[config.mk]
export PLATFORM = sky130hd
export DESIGN_NAME = div_host_flat
export DESIGN_NICKNAME = d
export VERILOG_FILES = /design/src/rtl/div_host_if.sv /design/src/rtl/div_host.sv /design/src/flat_wrapper.sv
export SDC_FILE = /design/constraint.sdc
export NUM_CORES = 1
export LEC_CHECK = 0
export BUFFER_PORTS_ARGS = -buffer_cell sky130_fd_sc_hd__buf_2
export CAP_MARGIN = 40
export CORE_ASPECT_RATIO = 1.25
export CORE_MARGIN = 2
export CORE_UTILIZATION = 45
export CTS_CLUSTER_DIAMETER = 100
export DETAILED_ROUTE_END_ITERATION = 8
export PLACE_DENSITY_LB_ADDON = 0.1
export SYNTH_ARGS = -nofsm -noshare
export SYNTH_HDL_FRONTEND = slang
export SYNTH_SLANG_ARGS = --single-unit
export TNS_END_PERCENT = 5
[constraint.sdc]
create_clock -name clk -period 17 [get_ports clk]
set_input_delay 4.25 -clock clk [delete_from_list [all_inputs] [get_ports clk]]
set_output_delay 4.25 -clock clk [all_outputs]
set_load 0.02 [all_outputs]
[src/rtl/div_host_if.sv]
// Request/response and divider-side bundles for div_host; req side is valid/ready, divider side is valid-only.
`timescale 1ns/1ps
interface div_req_if;
    logic        req_valid;
    logic        req_ready;
    logic [9:0]  req_dividend;
    logic [2:0]  req_divisor;
    logic        resp_valid;
    logic [19:0] resp_quotient;
    logic [1:0]  resp_err;

    modport master (
        output req_valid, req_dividend, req_divisor,
        input  req_ready, resp_valid, resp_quotient, resp_err
    );
    modport slave (
        input  req_valid, req_dividend, req_divisor,
        output req_ready, resp_valid, resp_quotient, resp_err
    );
endinterface

interface div_bus_if;
    logic        div_in_valid;
    logic [9:0]  div_in_data_1;
    logic [2:0]  div_in_data_2;
    logic        div_out_valid;
    logic [19:0] div_out_data;

    modport master (
        output div_in_valid, div_in_data_1, div_in_data_2,
        input  div_out_valid, div_out_data
    );
    modport slave (
        input  div_in_valid, div_in_data_1, div_in_data_2,
        output div_out_valid, div_out_data
    );
endinterface

[src/rtl/div_host.sv]
// Single-outstanding initiator for the serial 10.10 divider; zero divisors answered locally in 2 cycles,
// otherwise VALID_CYCLES drive + divider latency + drain + 1; req_ready is low whenever an operation is in flight.
`timescale 1ns/1ps
module div_host #(
    parameter int VALID_CYCLES = 2,
    parameter int TIMEOUT      = 64
) (
    input  logic      clk,
    input  logic      rst_n,
    div_req_if.slave  rq,
    div_bus_if.master db
);
    typedef enum logic [2:0] {IDLE, DRIVE, WAIT, DRAIN, RESP} state_t;

    localparam int CMAX = (TIMEOUT > VALID_CYCLES) ? TIMEOUT : VALID_CYCLES;
    localparam int CW   = $clog2(CMAX) + 1;

    state_t         state_q, state_d;
    logic [CW-1:0]  cnt_q, cnt_d;
    logic           req_ready_q, req_ready_d;
    logic           resp_valid_q, resp_valid_d;
    logic [19:0]    resp_quotient_q, resp_quotient_d;
    logic [1:0]     resp_err_q, resp_err_d;
    logic           div_in_valid_q, div_in_valid_d;
    logic [9:0]     dividend_q, dividend_d;
    logic [2:0]     divisor_q, divisor_d;
    logic [19:0]    pend_quot_q, pend_quot_d;
    logic [1:0]     pend_err_q, pend_err_d;

    // Range check of the returned quotient: Q*d <= D < (Q+1)*d, all at 24 bits so nothing wraps.
    logic [23:0] d_full, qd_lo, qd_hi;
    logic        chk_ok;

    always_comb begin
        d_full = {4'd0, dividend_q, 10'd0};
        qd_lo  = 24'(db.div_out_data) * 24'(divisor_q);
        qd_hi  = (24'(db.div_out_data) + 24'd1) * 24'(divisor_q);
        chk_ok = (qd_lo <= d_full) && (d_full < qd_hi);
    end

    always_comb begin
        state_d         = state_q;
        cnt_d           = cnt_q;
        div_in_valid_d  = div_in_valid_q;
        dividend_d      = dividend_q;
        divisor_d       = divisor_q;
        resp_valid_d    = 1'b0;
        resp_quotient_d = resp_quotient_q;
        resp_err_d      = resp_err_q;
        pend_quot_d     = pend_quot_q;
        pend_err_d      = pend_err_q;

        case (state_q)
            IDLE: begin
                if (rq.req_valid && req_ready_q) begin
                    dividend_d = rq.req_dividend;
                    divisor_d  = rq.req_divisor;
                    cnt_d      = '0;
                    if (rq.req_divisor == 3'd0) begin
                        pend_quot_d = '0;
                        pend_err_d  = 2'b01;
                        state_d     = RESP;
                    end else begin
                        div_in_valid_d = 1'b1;
                        state_d        = DRIVE;
                    end
                end
            end
            DRIVE: begin
                if (cnt_q == CW'(VALID_CYCLES - 1)) begin
                    div_in_valid_d = 1'b0;
                    cnt_d          = '0;
                    state_d        = WAIT;
                end else begin
                    cnt_d = cnt_q + CW'(1);
                end
            end
            WAIT: begin
                cnt_d = cnt_q + CW'(1);
                // A result arriving on the last allowed cycle still counts.
                if (db.div_out_valid) begin
                    pend_quot_d = db.div_out_data;
                    pend_err_d  = chk_ok ? 2'b00 : 2'b11;
                    state_d     = DRAIN;
                end else if (cnt_q == CW'(TIMEOUT - 1)) begin
                    pend_quot_d = '0;
                    pend_err_d  = 2'b10;
                    state_d     = RESP;
                end
            end
            DRAIN: begin
                if (!db.div_out_valid) begin
                    state_d = RESP;
                end
            end
            RESP: begin
                resp_valid_d    = 1'b1;
                resp_quotient_d = pend_quot_q;
                resp_err_d      = pend_err_q;
                state_d         = IDLE;
            end
            default: state_d = IDLE;
        endcase

        req_ready_d = (state_d == IDLE);
    end

    always_ff @(posedge clk) begin
        if (!rst_n) begin
            state_q         <= IDLE;
            cnt_q           <= '0;
            req_ready_q     <= 1'b1;
            resp_valid_q    <= 1'b0;
            resp_quotient_q <= '0;
            resp_err_q      <= '0;
            div_in_valid_q  <= 1'b0;
            dividend_q      <= '0;
            divisor_q       <= '0;
            pend_quot_q     <= '0;
            pend_err_q      <= '0;
        end else begin
            state_q         <= state_d;
            cnt_q           <= cnt_d;
            req_ready_q     <= req_ready_d;
            resp_valid_q    <= resp_valid_d;
            resp_quotient_q <= resp_quotient_d;
            resp_err_q      <= resp_err_d;
            div_in_valid_q  <= div_in_valid_d;
            dividend_q      <= dividend_d;
            divisor_q       <= divisor_d;
            pend_quot_q     <= pend_quot_d;
            pend_err_q      <= pend_err_d;
        end
    end

    assign rq.req_ready     = req_ready_q;
    assign rq.resp_valid    = resp_valid_q;
    assign rq.resp_quotient = resp_quotient_q;
    assign rq.resp_err      = resp_err_q;
    assign db.div_in_valid  = div_in_valid_q;
    assign db.div_in_data_1 = dividend_q;
    assign db.div_in_data_2 = divisor_q;
endmodule

[src/flat_wrapper.sv]
// flat-port wrapper written by rule: the top's interface ports become plain ports
module div_host_flat 
#(
    parameter int VALID_CYCLES = 2,
    parameter int TIMEOUT      = 64
)
  (clk, rst_n, rq_req_valid, rq_req_dividend, rq_req_divisor, rq_req_ready, rq_resp_valid, rq_resp_quotient, rq_resp_err, db_div_in_valid, db_div_in_data_1, db_div_in_data_2, db_div_out_valid, db_div_out_data);
  div_req_if rq_i ();
  div_bus_if db_i ();
  input  logic clk;
  input  logic rst_n;
  input wire logic [$bits(rq_i.req_valid)-1:0] rq_req_valid;
  input wire logic [$bits(rq_i.req_dividend)-1:0] rq_req_dividend;
  input wire logic [$bits(rq_i.req_divisor)-1:0] rq_req_divisor;
  output wire logic [$bits(rq_i.req_ready)-1:0] rq_req_ready;
  output wire logic [$bits(rq_i.resp_valid)-1:0] rq_resp_valid;
  output wire logic [$bits(rq_i.resp_quotient)-1:0] rq_resp_quotient;
  output wire logic [$bits(rq_i.resp_err)-1:0] rq_resp_err;
  output wire logic [$bits(db_i.div_in_valid)-1:0] db_div_in_valid;
  output wire logic [$bits(db_i.div_in_data_1)-1:0] db_div_in_data_1;
  output wire logic [$bits(db_i.div_in_data_2)-1:0] db_div_in_data_2;
  input wire logic [$bits(db_i.div_out_valid)-1:0] db_div_out_valid;
  input wire logic [$bits(db_i.div_out_data)-1:0] db_div_out_data;
  assign rq_i.req_valid = rq_req_valid;
  assign rq_i.req_dividend = rq_req_dividend;
  assign rq_i.req_divisor = rq_req_divisor;
  assign rq_req_ready = rq_i.req_ready;
  assign rq_resp_valid = rq_i.resp_valid;
  assign rq_resp_quotient = rq_i.resp_quotient;
  assign rq_resp_err = rq_i.resp_err;
  assign db_div_in_valid = db_i.div_in_valid;
  assign db_div_in_data_1 = db_i.div_in_data_1;
  assign db_div_in_data_2 = db_i.div_in_data_2;
  assign db_i.div_out_valid = db_div_out_valid;
  assign db_i.div_out_data = db_div_out_data;
  div_host #(.VALID_CYCLES(VALID_CYCLES), .TIMEOUT(TIMEOUT)) u_core (.clk(clk), .rst_n(rst_n), .rq(rq_i), .db(db_i));
endmodule
* Word-level counts from Yosys, hierarchy flattened *
Cells that the tools add are included.

word-level totals
  latch bits = 0
  memories kept = 0
  word-level logic and storage cells = 66
  bits in writable memories = 0
  bits of input ports = 37
  bits in registers = 70
  ROM bits = 0

cells by class
  bitwise gates (word level) = 0
  add/sub/neg operators = 2
  div/mod/pow operators = 0
  reduce and logical (&&, ||, !) cells = 12
  shift operators = 0
  multiplexer cells = 26
  magnitude comparators = 2
  multipliers = 2
  eq/ne operators = 11

operators by type and width
  operator                 count
  $mux W20                 4
  $pmux W20 S2             1
  $lt A20 B24 Y1           1
  $mul A24 B3 Y24          1
  $le A23 B20 Y1           1
  $mul A20 B3 Y23          1
  $add A20 B1 Y21 const B  1
  $pmux W7 S3              1
  $mux W3                  6
  $mux W7                  2
  $pmux W3 S4              1
  $mux W2                  5
  $logic_not A3 Y1         3
  $reduce_and A4 Y1        2
  $add A7 B1 Y7 const B    1
  $eq A7 B1 Y1 const B     1
  $eq A7 B6 Y1 const B     1
  $eq A3 B2 Y1 const B     2
  $ne A2 B1 Y1 const B     3
  $mux W1                  4
  $pmux W2 S2              1
  $reduce_and A2 Y1        2
  $reduce_bool A2 Y1       2
  $eq A3 B1 Y1 const B     1
  6 further kinds          7

* Depth between registers and ports, before layout *
Gate-level depths: netlist of the first run.

  depth after elaboration = 7
  gate-level depth with buffers = 27
  gate-level depth less buffers = 27

* Least setup slack after synthesis of the first run *
Ideal clock, no wire load.

  path kind = input to register
  start = input db_div_out_data[4]
  end = register u_core.pend_err_q[1]
  data arrival time = 8.897 ns
  stages = 24
  slack = 8.008 ns
  setup time = 0.095 ns
  cell sequence = and3_1 -> and3_1 -> nand2_1 -> or2_1 -> nor2_1 -> xor2_1 -> nand2_1 -> fa_1 -> inv_1 -> ha_1 -> nand2_1 -> o41ai_1 -> nand2_1 -> o21ai_0 -> a21o_1 -> xnor2_1 -> ha_1 -> o2111ai_1 -> a2111o_1 -> nor4_1 -> nand4_1 -> a211oi_1 -> nand4_1 -> o311ai_1

on the way
  word-level cells in the longest chain between the ends = 7
  elaborated cells between the ends (all ways) = 9
  those cells by class = 1 x add/sub; 2 x mul; 2 x order compare; 3 x mux; 1 x reduce/logical

RTL lines
  element                  line                source
  start: declaration       flat_wrapper.sv:23  input wire logic [$bits(db_i.div_out_data)-1:0] db_div_out_data;
  $add A20 B1 Y21          div_host.sv:37      qd_hi = (24'(db.div_out_data) + 24'd1) * 24'(divisor_q);
  $mul A24 B3 Y24          div_host.sv:37
  $lt A20 B24 Y1           div_host.sv:38      chk_ok = (qd_lo <= d_full) && (d_full < qd_hi);
  $logic_and A1 B1 Y1 (*)  div_host.sv:38
  $mux W2 (*)              div_host.sv:83      pend_err_d = chk_ok ? 2'b00 : 2'b11;
  $mux W2 (*)              div_host.sv:81      if (db.div_out_valid) begin
  $pmux W2 S2 (*)          div_host.sv:53      case (state_q)
  end signal: assignment   div_host.sv:132     pend_err_q <= pend_err_d;
  end: declaration         div_host.sv:28      logic [1:0] pend_err_q, pend_err_d;

Every way passes the cells marked *; elsewhere a longest branch is shown, timed or not.
A chain may end at the register's enable or synchronous reset.

* Worst setup path in the final report of the first run *
  start = input db_div_out_data[4]
  end = register u_core.pend_err_q[0]

The elaborated chain is that of the path after synthesis.

==> impl_results.md, run 1 <==
* CTS resizes at 0
* Clock power frac at 33.0%
* Yosys reg bits at 70
* Fin crit share at approximately 57%
* Outcome: complete, no violations
* Syn Nets at 1088
* Clock latency at the later pin of the worst-skew pair at 340 ps
* EDFF count, synth at 0
* Drt drc at 0
* Crit path max-delay family: compound AO/OA/AOI/OAI gates
* Routability Congestion at 0.863
* Crit path launch type: input port
* Mapped cell area at approximately 0.0071 mm²
* Number of buffers inserted during clock tree synthesis at 9
* Crit path buf inv count at 2
* Worst setup margin at roughly 7300 ps
* Die W at 116 µm
* Most frequent cell after synthesis: nand2_1
* Final Instance Count excl. Fillers at 1211
* Syn_area_per_cell at 7.53 µm²
* Synth cell types at 65
* MaxCap Viol Count at 0
* Post-CTS Setup Repair Bufs at 0
* Via density at around 5.4
* Die area at 0.0168 mm²
* CTS root buffer: clkbuf_16
* Slew HR at a little over two fifths
* Maximum VDD drop at 0.0000615 V
* Worst slack at placement at 7090 ps
* Grt ovf at 0
* Synth Warn # at 0
* Vias at 6570
* DR WL/cell at 15.8 µm
* H-tree depth at 3
* Slew of the pin with the lowest slew margin at around 830 ps
* Tmin final at 9660 ps
* Port-buffer cells at 74
* Final WL at 19200 µm
* Layout cell share with drive strength beyond 1 at between 10% and 20%
* Worst Path Required at 17250 ps
* CP Capture Type: flop
* Clock transition at path regs at 60 ps
* Synth area leader: dfxtp_1
* Antenna viol nets, final at 0
* Ys async rst share at 0%
* WP data arrival at 9910 ps
* RSZ-0062 raised after global routing: false
* Util after Layout at 51.2%
* P_int at 0.363 mW
* Sw Share at approximately 37%
* Die height at ~140 µm
* Clock sinks at 70
* CP Class: in2reg
* Register area share after synthesis at 19.7%
* Initial antenna violation count at 0
* Synth Instances at 944
* Final Max Tran Viols at 0
* IO Count at 75
* Synth area leaders: dfxtp_1, ha_1, fa_1
* Number of DRC violations after detailed-routing iteration 0 at ~390
* Tot GR Track Use at 23.7%
* Final setup TNS at 0 ps
* Most instantiated cells after synthesis: nand2_1, a21oi_1, inv_1, dfxtp_1, ha_1
* Top FF cell, synth: dfxtp_1
* Net Sw Power at 0.212 mW
* Vias in the first global route at between 6000 and 7000
* DRT Pass-1 Iters at 5
* Row count at 51
* Placed cell count at 1195
* Layout area overhead at 11.7%
* Pwr per Cell Area at between 70 and 80 mW/mm²
* Initial core utilization at 45.9%
* Diode count at 0
* Estimated wirelength of the detail-placed design at 14800 µm
* # setup viols final at 0
* Seq pwr share at 31.4%
* Critical Path Fanout Max at 6
* Worst min-delay path category: reg2reg
* Total power at 0.575 mW
* Hold_buf cts at 0
* Comb pwr share at between 30% and 40%
* Area share of the largest cell type after synthesis at about a fifth
* Clock buffer depth at 2
* Layout Nets at 1138
* Clock skew at 6.59 ps
* CTS tree: yes
* CP max-delay cell: o41ai_1
* Largest net degree at the start of global routing at 44
* Most used cell along the critical path: nand2_1
* Core footprint at between 0.015 and 0.02 mm²
* Slowest stage delay, CP at 640 ps
* Final-report hold violation count at 0
* P_leak at 3.69 nW
* Fmax achieved at 0.103 GHz
* First-pass GRT wire length at 31400 µm
[cell families after synthesis]
| group | share of synthesized area [%] |
|---|---|
| adders and majority gates | 22.9 |
| muxes | 0.422 |
| DFF | 19.7 |
| AOI/OAI and AO/OA | 19.5 |
| xor gates and xnor gates | 6.16 |
| buffers and inverters | 6.28 |
| and+or+nand+nor | 24.9 |
[final cells by class]
cell class	count	area, µm²
Timing Repair Buffer	82	438
Sequential cell	70	1400
Fill cell	1604	7560
Multi-Input combinational cell	755	5260
Clock inverter	6	62.6
Inverter	76	285
Tap cell	212	265
Clock buffer	10	229
[stage by stage]
step	cell area [µm²]	hold slack, ps
after CTS	7950	450
final	7950	446
after floorplan	7110	427
after detailed placement	7650	445
after global placement	7630	440
after global routing	7950	469
[per-layer routing]
layer	GRT usage, %	wire length, µm	up-vias
met3	4.23	697	17
met5	0	0	-
met2	39.0	8960	107
met1	32.3	9240	3141
met4	5.51	262	0
li1	-	-	3305
[state kept, by name, summed over array words and instances (netlist names)]
register                 flops
u_core.pend_quot_q          20
u_core.rq.resp_quotient     20
u_core.db.div_in_data_1     10
u_core.cnt_q                 7
u_core.db.div_in_data_2      3
u_core.state_q               3
u_core.pend_err_q            2
u_core.rq.resp_err           2
u_core.db.div_in_valid       1
u_core.rq.req_ready          1
u_core.rq.resp_valid         1
[worst register-to-register path, stage by stage (launching register included)]
cell and delay, ps:
dfxtp_1 850, buf_4 400, and2_1 190, fa_1 440
ha_1 240, inv_1 70, fa_1 250, nor2b_4 50
o31a_1 290, o41a_1 340, a311o_1 440, a31oi_2 290
nor2_1 80, o22a_1 170, xor2_1 160, ha_1 310
nand2_1 70, nor4_1 250, nand4_1 120, a2111oi_0 380
o211ai_1 220, a211oi_2 270, o21ba_4 170, o211ai_1 90
[cell usage in the layout (no fill, tap or decap), types with 3 or more instances in the layout]
cell type | Yosys | layout
nand2_1 | 184 | 184
a21oi_1 | 85 | 85
inv_1 | 74 | 74
buf_2 | 0 | 74
dfxtp_1 | 70 | 70
ha_1 | 68 | 68
nor2_1 | 62 | 62
and2_1 | 46 | 46
fa_1 | 39 | 39
xnor2_1 | 28 | 28
o21ai_0 | 26 | 26
xor2_1 | 22 | 22
nand3_1 | 21 | 21
a22oi_1 | 21 | 21
a21o_1 | 16 | 16
nor3_1 | 9 | 9
nand4_1 | 9 | 9
clkbuf_16 | 0 | 9
nor2b_1 | 8 | 8
nand2b_1 | 8 | 8
or3_1 | 7 | 7
buf_4 | 0 | 7
a211oi_1 | 6 | 6
nor4_1 | 6 | 6
o21a_1 | 5 | 5
o2111ai_1 | 5 | 5
and3_1 | 5 | 5
o41a_1 | 4 | 4
o211ai_1 | 4 | 4
a211o_1 | 4 | 4
o31ai_1 | 4 | 4
o21bai_1 | 3 | 3
o21ai_1 | 3 | 3
o22a_1 | 3 | 3
nand3b_1 | 3 | 3
mux2i_1 | 3 | 3
clkinv_2 | 0 | 3
[final timing paths]
check / startpoint / to / slack (ps) / cells past startpoint
worst max-delay path: db_div_out_data[4] / u_core.pend_err_q[0] / 7340 / 25
worst min-delay path: u_core.pend_quot_q[17] / u_core.rq.resp_quotient[17] / 450 / 2
worst max register to register: u_core.db.div_in_data_2[1] / u_core.pend_err_q[0] / 10700 / 23
worst min register to register: u_core.pend_quot_q[17] / u_core.rq.resp_quotient[17] / 450 / 2
[power groups by stage]
| stage | sequential, mW | combinational (mW) | clock (mW) |
|---|---|---|---|
| global placement | 0.185 | 0.203 | 0 |
| CTS | 0.181 | 0.205 | 0.196 |
| finish | 0.181 | 0.205 | 0.190 |
| detailed placement | 0.184 | 0.204 | 0 |
| floorplan | 0.185 | 0.147 | 0 |
| global route | 0.182 | 0.232 | 0.202 |
(Power assumes the default switching activity.)
==> inputs of run 2 (changes only) <==
clock period = 10 ns   (was 17 ns; I/O delays follow)
==> run 2 against run 1 <==
  * Non-clock buffer count is the same
  * Wire length is essentially flat
  * Die area is the same
  * Critical path depth is the same
  * Cell area grew 0.41%
  * Critical path type unchanged
  * Power grew 76%
  * Core utilization grew 0.21 points
==> impl_results.md, run 2 (same netlist as run 1, synthesis figures left out) <==
* Slew HR at 42.9% (was 43.9%)
* Antenna viol nets, final at 0 (unchanged)
* Via density at 5.44 (was 5.43)
* DR WL/cell at 15.8 µm (about the same)
* Worst r2r path cells at 23 (unchanged)
* Tmin final at 7870 ps
* Die height at 145 µm (unchanged)
* P_leak at 3.70 nW (was 3.69 nW)
* Initial core utilization at 45.9% (unchanged)
* CTS tree: yes (unchanged)
* Core footprint at 0.0155 mm² (unchanged)
* First-pass GRT wire length at 31400 µm (about the same)
* CP Class: in2reg (unchanged)
* Clock transition at path regs at 60 ps (about the same)
* Layout area overhead at 12.2% (was 11.7%)
* Layout cell share with drive strength beyond 1 at 11.0% (about the same)
* Die area at 0.0168 mm² (unchanged)
* Area of the multi-input gates at 0.00526 mm² (unchanged)
* Hold depth at 2 (unchanged)
* Clock latency at the later pin of the worst-skew pair at 350 ps (was 340 ps)
* Maximum VDD drop at 0.000124 V (was 0.0000615 V)
* IO Count at 75 (unchanged)
* Placed cell count at 1195 (unchanged)
* RSZ-0062 raised after global routing: false (unchanged)
* Pwr per Cell Area at 127 mW/mm² (was 72.4 mW/mm²)
* Total power at 1.01 mW (was 0.575 mW)
* Tot GR Track Use at 23.8% (was 23.7%)
* Fillcell total at 1598 (was 1604)
* Drt drc at 0 (unchanged)
* CP Capture Type: flop (unchanged)
* CTS resizes at 0 (unchanged)
* Clock sinks at 70 (unchanged)
* Hold_buf cts at 0 (unchanged)
* Grt ovf at 0 (unchanged)
* Die W at 116 µm (unchanged)
* Critical Path Fanout Max at 7 (was 6)
* Largest net degree at the start of global routing at 44 (unchanged)
* Estimated wirelength of the detail-placed design at 14900 µm (was 14800 µm)
* Final Max Tran Viols at 0 (unchanged)
* Final Instance Count excl. Fillers at 1211 (unchanged)
* Final setup TNS at 0 ps (unchanged)
* Crit path launch type: input port (unchanged)
* CTS root buffer: clkbuf_16 (unchanged)
* # setup viols final at 0 (unchanged)
* Clock buffer depth at 2 (unchanged)
* Routability Congestion at 0.863 (about the same)
* Commonest cells after routing, fill and taps aside: nand2_1, a21oi_1, inv_1, buf_2, dfxtp_1 (unchanged)
* DRT Pass-1 Iters at 5 (unchanged)
* Port-buffer cells at 74 (unchanged)
* Fin crit share at 78.7%
* Number of DRC violations after detailed-routing iteration 0 at 286 (was 385)
* Clock skew at 11.8 ps (was 6.59 ps)
* H-tree depth at 3 (unchanged)
* Vias at 6584 (was 6570)
* WP data arrival at 8120 ps (was 9910 ps)
* Worst min-delay path category: reg2reg (unchanged)
* Final-report hold violation count at 0 (unchanged)
* Number of buffers inserted during clock tree synthesis at 9 (unchanged)
* Fmax achieved at 0.127 GHz
* WHS at 449 ps (was 446 ps)
* Slew of the pin with the lowest slew margin at 849 ps (was 834 ps)
* Row count at 51 (unchanged)
* Commonest non-fill, non-tap cell in the layout: nand2_1 (unchanged)
* Post-CTS Setup Repair Bufs at 0 (unchanged)
* FF+latch area at 0.00140 mm² (unchanged)
* Layout Nets at 1138 (unchanged)
* Outcome: complete, no violations (unchanged)
* Vias in the first global route at 6316 (was 6194)
* Initial antenna violation count at 0 (unchanged)
* Final WL at 19200 µm (about the same)
* Worst Path Required at 10250 ps (was 17250 ps)
* MaxCap Viol Count at 0 (unchanged)
==> run 2: changes by cell type in the layout (fill, tap and decap cells not counted), sizes merged <==
cell | previous run | this run
clkinv | 6 | 3
bufinv | 1 | 2
inv | 75 | 76
diode | 0 | 1
==> run 2: through the flow <==
| step | setup slack (ps) | util (%) | instance area (µm²) |
|---|---|---|---|
| 3_5_place_dp | 1850 | 49.4 | 7650 |
| 2_1_floorplan | 2760 | - | 7110 |
| 4_1_cts | 2160 | 51.4 | 7980 |
| 3_3_place_gp | 2000 | 49.2 | 7630 |
| 5_1_grt | 1660 | 51.4 | 7980 |
| 6_report | 2130 | 51.4 | 7980 |
==> run 2: layout make-up <==
type	count	area share, %
diodes	1	0.0314
clock buffers	10	3.00
clock inverters	5	1.04
inverters	76	3.58
multi-input cells	755	66.0
flip-flops and latches	70	17.6
well taps	212	3.32
repair buffers	82	5.49
==> run 2: worst paths after layout <==
check	from	endpoint	slack, ps
min	u_core.pend_quot_q[17]	u_core.rq.resp_quotient[17]	450
max	db_div_out_data[4]	u_core.pend_err_q[0]	2130
max reg2reg	u_core.db.div_in_data_2[1]	u_core.pend_err_q[0]	3630
min reg2reg	u_core.pend_quot_q[17]	u_core.rq.resp_quotient[17]	450
==> run 2: worst max-delay path: stages <==
cell	delay (ps)
buf_2	190
and3_1	220
and3_1	210
nand2_1	80
or2_1	300
nor2_1	150
xor2_1	260
nand2_1	120
fa_1	550
inv_1	40
ha_1	340
nand2_1	120
o41ai_1	620
nand2_1	140
o21ai_0	190
a21o_1	150
xnor2_1	70
ha_1	300
o2111ai_1	150
a2111o_1	440
nor4_1	210
nand4_1	150
a211oi_1	260
nand4_1	210
o211ai_1	140
==> run 2: routing by layer <==
layer / track usage [%] / share of wire, % / vias up / routed length [µm]
li1: - / - / 3302 / -
met1: 32.2 / 48 / 3147 / 9150
met2: 38.8 / 47 / 117 / 8970
met3: 3.60 / 3.6 / 18 / 682
met4: 7.27 / 1.9 / 0 / 361
met5: 0 / 0 / - / 0
==> run 2: report_power, final <==
group / total (mW) / internal [mW] / switching (mW)
Clock: 0.353 / 0.225 / 0.129
Sequential: 0.307 / 0.290 / 0.0169
Combinational: 0.349 / 0.135 / 0.214
Total: 1.01 / 0.650 / 0.360
